## config.mk

```make
export PLATFORM = sky130hd
export DESIGN_NAME = led_pattern_engine
export DESIGN_NICKNAME = d
export VERILOG_FILES = /design/src/rtl/led_pattern_engine.sv
export SDC_FILE = /design/constraint.sdc
export NUM_CORES = 1
export LEC_CHECK = 0
export ABC_AREA = 1
export CELL_PAD_IN_SITES_DETAIL_PLACEMENT = 1
export CELL_PAD_IN_SITES_GLOBAL_PLACEMENT = 2
export CORE_ASPECT_RATIO = 1.1
export CORE_MARGIN = 2
export CORE_UTILIZATION = 38
export DETAILED_ROUTE_END_ITERATION = 16
export PLACE_DENSITY = 0.91
export SYNTH_ARGS = -nofsm -noshare
export SYNTH_HDL_FRONTEND = slang
export SYNTH_SLANG_ARGS = --single-unit
```

## constraint.sdc

```tcl
create_clock -name clk -period 9.8 [get_ports clk]
set_clock_uncertainty 0.05 [all_clocks]
set_input_delay 0.98 -clock clk [delete_from_list [all_inputs] [get_ports clk]]
set_output_delay 0.98 -clock clk [all_outputs]
set_load 0.02 [all_outputs]
```

## src/rtl/led_pattern_engine.sv

```systemverilog
// Multi-channel LED driver: a shared prescaler produces a slow tick, and each channel
// independently shows off, on, blink or PWM, reconfigured through a single-cycle write port.
module led_pattern_engine #(
  parameter int CLK_HZ   = 48_000_000,
  parameter int TICK_HZ  = 1_000,
  parameter int N_CH     = 3,
  parameter int PERIOD_W = 12,
  localparam int CH_W    = (N_CH > 1) ? $clog2(N_CH) : 1
) (
  input  logic                clk,
  input  logic                reset,
  input  logic                cfg_we,
  input  logic [CH_W-1:0]     cfg_ch,
  input  logic [1:0]          cfg_mode,
  input  logic [PERIOD_W-1:0] cfg_period,
  input  logic [PERIOD_W-1:0] cfg_duty,
  output logic                tick,
  output logic [N_CH-1:0]     led
);

  localparam int DIV   = CLK_HZ / TICK_HZ;
  localparam int CNT_W = (DIV > 1) ? $clog2(DIV) : 1;
  localparam logic [CNT_W-1:0] CNT_LAST = CNT_W'(DIV - 1);
  localparam logic [CH_W:0]    N_CH_L   = (CH_W + 1)'(N_CH);

  typedef enum logic [1:0] {
    MODE_OFF   = 2'b00,
    MODE_ON    = 2'b01,
    MODE_BLINK = 2'b10,
    MODE_PWM   = 2'b11
  } mode_t;

  logic [CNT_W-1:0] prescale;

  // NOTE: sequential state uses non-blocking assignments so every register samples pre-edge values.
  always_ff @(posedge clk) begin
    if (reset) begin
      prescale <= '0;
      tick     <= 1'b0;
    end else begin
      tick     <= (prescale == CNT_LAST);
      prescale <= (prescale == CNT_LAST) ? '0 : prescale + CNT_W'(1);
    end
  end

  mode_t               mode_q   [N_CH];
  logic [PERIOD_W-1:0] period_q [N_CH];
  logic [PERIOD_W-1:0] duty_q   [N_CH];
  logic [PERIOD_W-1:0] phase_q  [N_CH];
  logic [N_CH-1:0]     blink_q;

  mode_t               mode_d   [N_CH];
  logic [PERIOD_W-1:0] period_d [N_CH];
  logic [PERIOD_W-1:0] duty_d   [N_CH];
  logic [PERIOD_W-1:0] phase_d  [N_CH];
  logic [PERIOD_W-1:0] eff_period [N_CH];
  logic [N_CH-1:0]     blink_d;
  logic [N_CH-1:0]     wr_sel;
  logic [N_CH-1:0]     led_d;
  logic                write_hit;

  assign write_hit = cfg_we && ({1'b0, cfg_ch} < N_CH_L);

  // A stored period of zero behaves as one tick.
  always_comb begin
    for (int i = 0; i < N_CH; i++) begin
      eff_period[i] = (period_q[i] == '0) ? PERIOD_W'(1) : period_q[i];
      wr_sel[i]     = write_hit && (cfg_ch == CH_W'(i));
    end
  end

  // NOTE: every combinational output gets a default first so no latch is inferred.
  always_comb begin
    blink_d = blink_q;
    led_d   = '0;
    for (int i = 0; i < N_CH; i++) begin
      mode_d[i]   = mode_q[i];
      period_d[i] = period_q[i];
      duty_d[i]   = duty_q[i];
      phase_d[i]  = phase_q[i];

      // A write to this channel wins over a coincident tick.
      if (wr_sel[i]) begin
        mode_d[i]   = mode_t'(cfg_mode);
        period_d[i] = cfg_period;
        duty_d[i]   = cfg_duty;
        phase_d[i]  = '0;
        blink_d[i]  = 1'b1;
      end else if (tick) begin
        if (phase_q[i] == eff_period[i] - PERIOD_W'(1)) begin
          phase_d[i] = '0;
          blink_d[i] = ~blink_q[i];
        end else begin
          phase_d[i] = phase_q[i] + PERIOD_W'(1);
        end
      end

      case (mode_d[i])
        MODE_OFF:   led_d[i] = 1'b0;
        MODE_ON:    led_d[i] = 1'b1;
        MODE_BLINK: led_d[i] = blink_d[i];
        MODE_PWM:   led_d[i] = (phase_d[i] < duty_d[i]);
        default:    led_d[i] = 1'b0;
      endcase
    end
  end

  // NOTE: the per-channel arrays are plain registers, so they are reset like any other flop.
  always_ff @(posedge clk) begin
    if (reset) begin
      for (int i = 0; i < N_CH; i++) begin
        mode_q[i]   <= MODE_OFF;
        period_q[i] <= PERIOD_W'(1);
        duty_q[i]   <= '0;
        phase_q[i]  <= '0;
      end
      blink_q <= '1;
      led     <= '0;
    end else begin
      for (int i = 0; i < N_CH; i++) begin
        mode_q[i]   <= mode_d[i];
        period_q[i] <= period_d[i];
        duty_q[i]   <= duty_d[i];
        phase_q[i]  <= phase_d[i];
      end
      blink_q <= blink_d;
      led     <= led_d;
    end
  end

endmodule

```

==> flow_metrics.env <==
export IMPL_status="finished, final reports clean"
export IMPL_clockBufferDepth=2
export IMPL_antenna_found_initial=0
export IMPL_dp_hpwl_um=16000
export IMPL_cts_sinks=137
export IMPL_yosysSeqAreaShare_pct=36.3
export IMPL_postCtsSetupBuffers=0
export IMPL_holdBufCountCts=0
export IMPL_synth_top_area_cell="dfxtp_1"
export IMPL_ys_warn_count=0
export IMPL_drc_errors=0
export IMPL_port_buffers=34
export IMPL_wirelength_um=20700
export IMPL_dpl_cell_area_um2=8130
export IMPL_io_pins=35
export IMPL_fp_dieH_um=152
export IMPL_cts_tree="done"
export IMPL_powerDensity_nw_per_um2=160
export IMPL_core_um2=19700
export IMPL_syn_avg_cell_area_um2=7.31
export IMPL_synth_nets=1105
export IMPL_crit_path_max_fanout=22
export IMPL_place_ws_ns=5.83
export IMPL_drt_iter0_drc=247
export IMPL_ant_nets=0
export IMPL_synth_distinct_cells=44
export IMPL_grt_total_usage_pct=20.5
export IMPL_finalHoldViolCount=0
export IMPL_start_kind="flop"
export IMPL_drv_cap=0
export IMPL_grt_pass1_wl_um=34600
export IMPL_rsz0062_at_grt="false"
export IMPL_cts_root_buf="clkbuf_16"
export IMPL_setup_slack_ns=5.81
export IMPL_clock_fmax_ghz=0.250
export IMPL_critical_path_max_stage_delay_ns=0.51
export IMPL_drive_gt1_share_pct=7.73
export IMPL_cp_required_ns=10.11
export IMPL_synth_edf_count=0
export IMPL_drv_slew=0
export IMPL_initial_core_util_pct=38.5
export IMPL_synth_top_area_share_pct=36.3
export IMPL_r2r_slack_ns=5.81
export IMPL_finalCriticalPeriod_ns=3.99
export IMPL_antenna_cells=0
export IMPL_wl_per_cell_um=15.6
export IMPL_crit_buf_inv=2
export IMPL_tightest_slew_ns=0.928
export IMPL_grt_pass1_vias=6786
export IMPL_overflow=0
export IMPL_cts_resized=0
export IMPL_peakVddDrop_v=0.000112
export IMPL_final_setup_viol_count=0
export IMPL_synth_seq_cells=137
export IMPL_cts_buffers=17
export IMPL_cp_top_family="simple AND/OR/NAND/NOR gates"
export IMPL_timing_critical_path_mode_cell="nand2_1"
export IMPL_netlist_top_cells_count="nand2_1, nor2_1, dfxtp_1"
export IMPL_slew_headroom_pct=38.1
export IMPL_viasPerCell=4.93
export IMPL_gp_congestion=0.792
export IMPL_syn_inst=1034
export IMPL_timing_final_crit_share_pct=40.8
export IMPL_hold_path_class="reg2reg"
export IMPL_num_nets_final=1132
export IMPL_yosysMostFrequentCell="nand2_1"
export IMPL_ys_top_cells_by_area="dfxtp_1, nand2_1, nor2_1"
export IMPL_end_kind="flop"
export IMPL_synthFlopType="dfxtp_1"
export IMPL_stdcell_area_um2=8740
export IMPL_path_class="reg2reg"
export IMPL_setup_tns_ns=0
export IMPL_p_leak_nw=4.07
export IMPL_critPathSlowestCell="nand2_1"
export IMPL_dr_pass1_iters=4
export IMPL_areaGrowthSynthToFinish_pct=15.6
export IMPL_grt_max_degree=90
export IMPL_vias=6532
export IMPL_hold_slack_ns=0.408
export IMPL_die_w_um=139
export IMPL_insertion_delay_ns=0.42
export IMPL_cp_arrival_ns=4.30
export IMPL_dieArea_um2=21000
export IMPL_row_count=54
export IMPL_path_clk_slew_ns=0.07
export IMPL_h_tree_depth=4
export IMPL_async_flop_share_pct=0
export IMPL_syn_area_um2=7560
## per-stage QoR
stage | util [%] | total power [mW] | std cells
after floorplan | - | 0.692 | 1034
after CTS | 44.5 | 1.41 | 1326
after global placement | 41.4 | 0.739 | 1294
after detailed placement | 41.4 | 0.742 | 1294
after global routing | 44.5 | 1.46 | 1326
final | 44.5 | 1.40 | 1326
## state kept, by name, summed over array words and instances (netlist names)
register	cells
blink_q	3
duty_q	36
led	3
mode_q	6
period_q	36
phase_q	36
prescale	16
tick	1
## layout make-up
type | count | area, um^2
clock buffer | 18 | 439
sequential | 137 | 2740
inverter | 134 | 503
fill | 2465 | 10900
multi-input combinational | 732 | 4200
clock inverter | 14 | 171
timing repair buffer | 39 | 373
tap | 252 | 315
## placed cells by master (no fill, tap or decap), types with 3 or more instances in the layout
cell	n
nand2_1	173
nor2_1	148
dfxtp_1	137
inv_1	128
a21oi_1	68
nand3_1	45
o21ai_0	43
xor2_1	41
ha_1	40
mux2i_1	39
nor3_1	38
clkdlybuf4s50_1	33
xnor2_1	17
clkbuf_16	17
nand4_1	15
nor2_2	9
nor2_4	7
or2_2	6
nor4_1	6
inv_6	6
inv_2	5
buf_4	5
nand2_2	4
nor3_2	3
nand3b_1	3
nand3_2	3
o211ai_1	3
inv_8	3
## worst paths after layout
check,start,to,cells after the start
worst max-delay path,period_q[0][33]$_SDFFE_PP0P_,led[2]$_SDFF_PP0_,25
worst min-delay path,prescale[0]$_SDFF_PP0_,prescale[0]$_SDFF_PP0_,1
worst max register to register,period_q[0][33]$_SDFFE_PP0P_,led[2]$_SDFF_PP0_,25
worst min register to register,prescale[0]$_SDFF_PP0_,prescale[0]$_SDFF_PP0_,1
## report_power, final
part	internal, mW	switching, mW
logic	0.0547	0.0922
registers	0.572	0.00941
clock network	0.392	0.275
## logic make-up (layout without fill, tap and decap cells)
family | count (synthesis) | in the layout | synth area share, %
flops | 137 | 137 | 36.3
fa+ha+maj | 40 | 40 | 6.62
buf+inv | 165 | 205 | 8.30
compound gates | 128 | 128 | 9.15
simple gates | 466 | 466 | 27.5
mux | 39 | 39 | 5.16
xor+xnor | 59 | 59 | 7.03
## routing by layer
metal | routed length [um] | vias to the layer above | GRT usage (%)
met4 | 265 | 0 | 5.20
met1 | 10100 | 3046 | 26.9
met3 | 463 | 22 | 3.50
li1 | - | 3402 | -
met2 | 9860 | 62 | 35.0
met5 | 0 | - | 0
Note: power is estimated with default switching activity, not from simulation.
